### config.mk
export PLATFORM = sky130hd
export DESIGN_NAME = cmn_clk_div
export DESIGN_NICKNAME = d
export VERILOG_FILES = /design/src/rtl/cmn_clk_div_pkg.sv /design/src/rtl/cmn_clk_div_cnt.sv /design/src/rtl/cmn_clk_div.sv
export SDC_FILE = /design/constraint.sdc
export NUM_CORES = 1
export LEC_CHECK = 0
export ABC_AREA = 1
export CELL_PAD_IN_SITES_DETAIL_PLACEMENT = 1
export CELL_PAD_IN_SITES_GLOBAL_PLACEMENT = 2
export CORE_MARGIN = 2
export CORE_UTILIZATION = 33
export CTS_BUF_LIST = sky130_fd_sc_hd__clkbuf_8
export DETAILED_ROUTE_END_ITERATION = 6
export PLACE_DENSITY = 0.93
export SLEW_MARGIN = 20
export SYNTH_ARGS = -nofsm -noshare
export SYNTH_HDL_FRONTEND = slang
export SYNTH_SLANG_ARGS = --single-unit
### constraint.sdc
create_clock -name clk -period 6 [get_ports clk]
set_input_delay 1.2 -clock clk [delete_from_list [all_inputs] [get_ports clk]]
set_output_delay 1.2 -clock clk [all_outputs]
set_load 0.05 [all_outputs]
### src/rtl/cmn_clk_div_pkg.sv
`default_nettype none
// +----------------------------------------------------------------------------+
// | cmn_clk_div_pkg : shared types and helpers for the programmable divider   |
// | Revision 1.0                                                               |
// +----------------------------------------------------------------------------+
package cmn_clk_div_pkg;

   typedef enum logic [1:0] {
      IDLE  = 2'd0,
      RUN   = 2'd1,
      DRAIN = 2'd2
   } cmn_clk_div_state_t;

   localparam int unsigned MIN_DIV = 2;

   // Number of high cycles in a period of n source clocks.
   function automatic int unsigned half_hi(input int unsigned n);
      return (n + 1) >> 1;
   endfunction

endpackage
`default_nettype wire

### src/rtl/cmn_clk_div_cnt.sv
`default_nettype none
// +----------------------------------------------------------------------------+
// | cmn_clk_div_cnt : period counter with wrap detect and high/low compare     |
// | Revision 1.0                                                               |
// +----------------------------------------------------------------------------+
module cmn_clk_div_cnt
   import cmn_clk_div_pkg::*;
#(
   parameter int unsigned CNT_W = 8
) (
   input  logic             clk,
   input  logic             rst_n,
   input  logic             adv,
   input  logic             clr,
   input  logic [CNT_W-1:0] cur_div,
   input  logic [CNT_W-1:0] nxt_div,
   output logic             wrap,
   output logic             hi_nxt
);

   logic [CNT_W-1:0] cnt_q;
   logic [CNT_W-1:0] cnt_d;

   // hi_nxt judges the count about to be registered against the divisor that
   // will govern it, so a divisor change lands cleanly on the period start.
   always_comb begin
      wrap   = (cnt_q == (cur_div - CNT_W'(1)));
      cnt_d  = cnt_q;
      if (clr || (adv && wrap)) begin
         cnt_d = '0;
      end else if (adv) begin
         cnt_d = cnt_q + CNT_W'(1);
      end
      hi_nxt = (32'(cnt_d) < half_hi(32'(nxt_div)));
   end

   always_ff @(posedge clk or negedge rst_n) begin
      if (!rst_n) begin
         cnt_q <= '0;
      end else begin
         cnt_q <= cnt_d;
      end
   end

endmodule
`default_nettype wire

### src/rtl/cmn_clk_div.sv
`default_nettype none
// +----------------------------------------------------------------------------+
// | cmn_clk_div : glitch-free programmable integer clock divider with strobes  |
// | Optional rise counter enabled by macro CMN_CLK_DIV_STATS_EN.               |
// | Revision 1.0                                                               |
// +----------------------------------------------------------------------------+
module cmn_clk_div
   import cmn_clk_div_pkg::*;
#(
   parameter int unsigned CNT_W   = 8,
   parameter int unsigned RST_DIV = 2
) (
   input  logic             clk,
   input  logic             rst_n,
   input  logic             en,
   input  logic             div_req_valid,
   output logic             div_req_ready,
   input  logic [CNT_W-1:0] div_req_val,
   output logic             clk_div_out,
   output logic             rise_stb,
   output logic             fall_stb,
   output logic             busy,
   output logic             div_err,
   output logic [31:0]      rise_cnt
);

   cmn_clk_div_state_t state_q, state_d;
   logic [CNT_W-1:0]   cur_div_q, cur_div_d;
   logic [CNT_W-1:0]   pend_div_q, pend_div_d;
   logic               pend_valid_q, pend_valid_d;
   logic               out_q, out_d;
   logic               rise_q, rise_d;
   logic               fall_q, fall_d;
   logic               err_q, err_d;

   logic               xfer;
   logic               legal;
   logic               load;
   logic [CNT_W-1:0]   nxt_div;
   logic               adv;
   logic               clr;
   logic               wrap;
   logic               hi_nxt;

   cmn_clk_div_cnt #(
      .CNT_W (CNT_W)
   ) u_cnt (
      .clk     (clk),
      .rst_n   (rst_n),
      .adv     (adv),
      .clr     (clr),
      .cur_div (cur_div_q),
      .nxt_div (nxt_div),
      .wrap    (wrap),
      .hi_nxt  (hi_nxt)
   );

   always_comb begin
      xfer         = div_req_valid && !pend_valid_q;
      legal        = (32'(div_req_val) >= MIN_DIV);
      load         = pend_valid_q && ((state_q == IDLE) || wrap);
      nxt_div      = load ? pend_div_q : cur_div_q;

      state_d      = state_q;
      cur_div_d    = cur_div_q;
      pend_div_d   = pend_div_q;
      pend_valid_d = pend_valid_q;
      err_d        = xfer && !legal;
      adv          = 1'b0;
      clr          = 1'b0;
      out_d        = 1'b0;

      if (load) begin
         cur_div_d    = pend_div_q;
         pend_valid_d = 1'b0;
      end
      if (xfer && legal) begin
         pend_div_d   = div_req_val;
         pend_valid_d = 1'b1;
      end

      case (state_q)
         IDLE: begin
            clr = 1'b1;
            if (en) begin
               state_d = RUN;
               out_d   = hi_nxt;
            end
         end
         RUN, DRAIN: begin
            // A wrap with en low ends the run; no new period is started.
            if (wrap && !en) begin
               state_d = IDLE;
               clr     = 1'b1;
            end else begin
               state_d = en ? RUN : DRAIN;
               adv     = 1'b1;
               out_d   = hi_nxt;
            end
         end
         default: begin
            state_d = IDLE;
            clr     = 1'b1;
         end
      endcase

      rise_d = out_d && !out_q;
      fall_d = !out_d && out_q;
   end

   always_ff @(posedge clk or negedge rst_n) begin
      if (!rst_n) begin
         state_q      <= IDLE;
         cur_div_q    <= CNT_W'(RST_DIV);
         pend_div_q   <= '0;
         pend_valid_q <= 1'b0;
         out_q        <= 1'b0;
         rise_q       <= 1'b0;
         fall_q       <= 1'b0;
         err_q        <= 1'b0;
      end else begin
         state_q      <= state_d;
         cur_div_q    <= cur_div_d;
         pend_div_q   <= pend_div_d;
         pend_valid_q <= pend_valid_d;
         out_q        <= out_d;
         rise_q       <= rise_d;
         fall_q       <= fall_d;
         err_q        <= err_d;
      end
   end

   assign clk_div_out   = out_q;
   assign rise_stb      = rise_q;
   assign fall_stb      = fall_q;
   assign div_err       = err_q;
   assign busy          = (state_q != IDLE);
   assign div_req_ready = !pend_valid_q;

`ifdef CMN_CLK_DIV_STATS_EN
   logic [31:0] rise_cnt_q;
   logic [31:0] rise_cnt_d;

   always_comb begin
      rise_cnt_d = rise_cnt_q + {31'd0, rise_d};
   end

   always_ff @(posedge clk or negedge rst_n) begin
      if (!rst_n) begin
         rise_cnt_q <= '0;
      end else begin
         rise_cnt_q <= rise_cnt_d;
      end
   end

   assign rise_cnt = rise_cnt_q;
`else
   assign rise_cnt = '0;
`endif

endmodule
`default_nettype wire
==> insert_results.sql <==
INSERT INTO impl_metrics (metric_group, metric, value, unit) VALUES
('run_status', 'status', 'complete, no violations', ''),
('synthesis', 'summed_instance_area_of_the_synthesized_netlist', '0.002281', 'mm2'),
('routing', 'num_vias', '1682', ''),
('setup_path', 'regToRegSetupSlack', '2.47', 'ns'),
('power', 'leakagePower', '0.001260', 'uW'),
('global_route', 'grt_antenna_before_repair', '0', ''),
('min_path', 'hold_path_end', 'rise_stb', ''),
('timing', 'setup-tns-final', '0', 'ns'),
('synthesis', 'yosys.area.top_type_share', '0.3291', ''),
('final_layout', 'syn_to_final_growth', '9.928', '%'),
('power', 'worst_ir_drop_vdd', '0.0002754', 'V'),
('routing', 'number_of_nets_still_failing_antenna_checks_after_routing', '0', ''),
('global_route', 'first_global_vias', '1711', ''),
('synthesis', 'synthTopCellsByCount', '65 x sky130_fd_sc_hd__nand2_1, 32 x sky130_fd_sc_hd__buf_4, 30 x sky130_fd_sc_hd__dfrtp_1', ''),
('synthesis', 'post_syn_instances', '279', ''),
('placed_design', 'gp_routability_congestion', '0.8197', ''),
('final_layout', 'seqCellArea', '777.0', 'um2'),
('power', 'power-per-cell-area', '546.3', 'mW/mm2'),
('clock_tree', 'clkTransAtPathRegs', '0.06', 'ns'),
('synthesis', 'number_of_synthesized_flops_with_an_enable_pin', '0', ''),
('setup_path', 'r2r_end', 'rise_stb', ''),
('floorplanning', 'fp.dieArea', '0.007593', 'mm2'),
('setup_path', 'critPathLaunchType', 'flip-flop', ''),
('timing', 'slew_of_the_pin_with_the_lowest_slew_margin', '0.5057', 'ns'),
('setup_path', 'critPathMaxFanout', '10', ''),
('routing', 'drt_drc_violations_left', '0', ''),
('clock_tree', 'cts.root.buffer_cell', 'sky130_fd_sc_hd__clkbuf_8', ''),
('synthesis', 'synth_area_leaders', 'sky130_fd_sc_hd__dfrtp_1 33%, sky130_fd_sc_hd__nand2_1 11%, sky130_fd_sc_hd__buf_4 11%', ''),
('timing', 'report.final.setup_viol', '0', ''),
('clock_tree', 'cts.hold.buffers_added', '0', ''),
('timing', 'report.final.slew_viol_count', '0', ''),
('clock_tree', 'postCtsSetupRepairBufs', '0', ''),
('min_path', 'worst_hold_path.num_cells', '1', ''),
('final_layout', 'layout-drive-gt1-share', '0.1490', ''),
('clock_tree', 'clock_path_buffers', '2', ''),
('timing', 'worst_clock_skew', '0.004924', 'ns'),
('power', 'power_switching_share', '0.5223', ''),
('floorplanning', 'std_cell_rows', '30', ''),
('synthesis', 'synth_largest_area_cell', 'sky130_fd_sc_hd__dfrtp_1', ''),
('synthesis', 'synth_ff_type', 'sky130_fd_sc_hd__dfrtp_1', ''),
('global_route', 'grt_pass1_wl', '8.031', 'mm'),
('clock_tree', 'tritoncts.num_buffers', '5', ''),
('power', 'comb_power_share', '0.618', ''),
('min_path', 'hold_path_class', 'flip-flop to flip-flop', ''),
('routing', 'route.detailed.vias_per_inst', '4.403', ''),
('timing', 'rsz0062_at_grt', 'no', ''),
('routing', 'drt-total-wl', '4.675', 'mm'),
('clock_tree', 'clock_tree_from_tritoncts', 'done', ''),
('synthesis', 'ys_async_sr_fraction', '1.000', ''),
('clock_tree', 'post_cts_resize_count', '0', ''),
('final_layout', 'finished_layout_cell_area', '0.002507', 'mm2'),
('floorplanning', 'io_pins', '50', ''),
('global_route', 'overflow', '0', ''),
('power', 'switchingPower', '715.3', 'uW'),
('timing', 'timing.final.ws_setup', '2.471', 'ns'),
('synthesis', 'yosys_warnings', '0', ''),
('synthesis', 'synth-seq-cells', '31', ''),
('global_route', 'pin_count_of_the_biggest_net_entering_global_routing', '32', ''),
('routing', 'dr.pass1.iters', '4', ''),
('timing', 'maxSlewHeadroom', '0.6618', ''),
('run', 'max-cap-violations', '0', ''),
('placed_design', 'hpwl', '3.955', 'mm'),
('timing', 'max_clock_freq', '283.3', 'MHz'),
('min_path', 'worstHoldStart', 'clk_div_out', ''),
('setup_path', 'rr_worst_depth', '26', ''),
('global_route', 'global_route_usage_sum', '0.1393', ''),
('final_layout', 'fillers', '850', ''),
('routing', 'detail_route.iter0.violations', '37', ''),
('clock_tree', 'clock_sink_count', '31', ''),
('setup_path', 'criticalPathCategory', 'flip-flop to flip-flop', ''),
('power', 'power.share.sequential', '0.273', '');
[per-layer routing]
metal,wire (um),track usage
met1,2038,0.1678
met2,2434,0.2457
met3,135,0.02749
met4,68,0.05035
met5,0,0
[critical path: stages, from the launching register on]
cell and delay, ns:
sky130_fd_sc_hd__dfstp_2 0.56, sky130_fd_sc_hd__inv_1 0.05, sky130_fd_sc_hd__ha_1 0.28, sky130_fd_sc_hd__nand2_1 0.08, sky130_fd_sc_hd__inv_1 0.04, sky130_fd_sc_hd__nor2_1 0.08
sky130_fd_sc_hd__nand2_1 0.08, sky130_fd_sc_hd__nor2_2 0.12, sky130_fd_sc_hd__nand3_2 0.08, sky130_fd_sc_hd__nor2_4 0.11, sky130_fd_sc_hd__nand2_4 0.10, sky130_fd_sc_hd__nand2_8 0.09
sky130_fd_sc_hd__nand2_8 0.09, sky130_fd_sc_hd__nand2_1 0.09, sky130_fd_sc_hd__o21ai_2 0.07, sky130_fd_sc_hd__inv_1 0.12, sky130_fd_sc_hd__ha_1 0.27, sky130_fd_sc_hd__nand3_1 0.12
sky130_fd_sc_hd__xor2_1 0.15, sky130_fd_sc_hd__ha_1 0.17, sky130_fd_sc_hd__a21oi_1 0.14, sky130_fd_sc_hd__nor2_1 0.06, sky130_fd_sc_hd__a211oi_1 0.16, sky130_fd_sc_hd__nand2_1 0.08
sky130_fd_sc_hd__nand2_1 0.08, sky130_fd_sc_hd__nand2_1 0.07, sky130_fd_sc_hd__nor2_1 0.10
[power groups by stage]
stage / registers (uW) / clock network, uW / logic (uW)
2_1_floorplan: 382 / 0 / 666
3_3_place_gp: 376 / 0 / 832
3_5_place_dp: 378 / 0 / 859
4_1_cts: 375 / 156 / 863
5_1_grt: 388 / 164 / 964
6_report: 373 / 150 / 846
[per-stage QoR]
step                      instances  hold slack [ns]  utilization  power, uW
final                           382           0.4491       0.3711       1370
after global routing            382           0.4795       0.3711       1515
after CTS                       382           0.4590       0.3711       1393
after detailed placement        374           0.4478       0.3591       1237
after global placement          374           0.4470       0.3591       1208
after floorplan                 310           0.4537            -       1048
[layout by cell type (no fill, tap or decap), types with 3 or more instances in the layout]
master | netlist | routed
sky130_fd_sc_hd__mux2_2 | 5 | 5
sky130_fd_sc_hd__nor2_1 | 21 | 21
sky130_fd_sc_hd__dfrtp_1 | 30 | 30
sky130_fd_sc_hd__nand2_4 | 8 | 8
sky130_fd_sc_hd__nand3b_1 | 3 | 3
sky130_fd_sc_hd__xor2_1 | 6 | 6
sky130_fd_sc_hd__clkdlybuf4s50_1 | 0 | 17
sky130_fd_sc_hd__o21ai_0 | 8 | 8
sky130_fd_sc_hd__nor2_2 | 5 | 5
sky130_fd_sc_hd__conb_1 | 1 | 32
sky130_fd_sc_hd__nor2_4 | 3 | 3
sky130_fd_sc_hd__xnor2_1 | 5 | 5
sky130_fd_sc_hd__a21oi_1 | 4 | 4
sky130_fd_sc_hd__inv_1 | 26 | 28
sky130_fd_sc_hd__nand2_1 | 65 | 65
sky130_fd_sc_hd__ha_1 | 12 | 12
sky130_fd_sc_hd__clkbuf_8 | 0 | 5
sky130_fd_sc_hd__nand2_2 | 8 | 8
sky130_fd_sc_hd__nand3_1 | 14 | 14
[cell type report]
class	instances	share of cell area
clock buffer	5	0.02745
clock inverter	3	0.004990
inverter	28	0.04691
multi-input combinational	217	0.5000
sequential	31	0.3099
tap	80	0.03992
timing repair buffer	18	0.07086
[worst max path at each step]
stage	slack [ns]	endpoint	cells past startpoint
2_1_floorplan	2.86	rise_stb	26
3_3_place_gp	2.55	rise_stb	26
3_5_place_dp	2.46	rise_stb	26
4_1_cts	2.43	rise_stb	26
5_1_grt	2.05	rise_stb	26
6_report	2.47	rise_stb	26
[kinds of logic after synthesis]
logic type | after synthesis | synth area share
AO/OA/AOI/OAI | 18 | 0.04389
XOR/XNOR | 11 | 0.04224
other | 1 | 0.001644
buffers and inverters | 62 | 0.1607
AND/OR/NAND/NOR | 139 | 0.3204
multiplexers | 5 | 0.02468
adder cells (fa/ha/maj) | 12 | 0.06582
flip-flops | 31 | 0.3406
[registers in the layout, indices dropped and copies added, names as in the netlist]
signal	cells
clk_div_out	1
pend_valid_q	1
div_err	1
cur_div_q	8
rise_stb	1
state_q	2
fall_stb	1
u_cnt.cnt_q	8
pend_div_q	8
(Power assumes the default switching activity.)
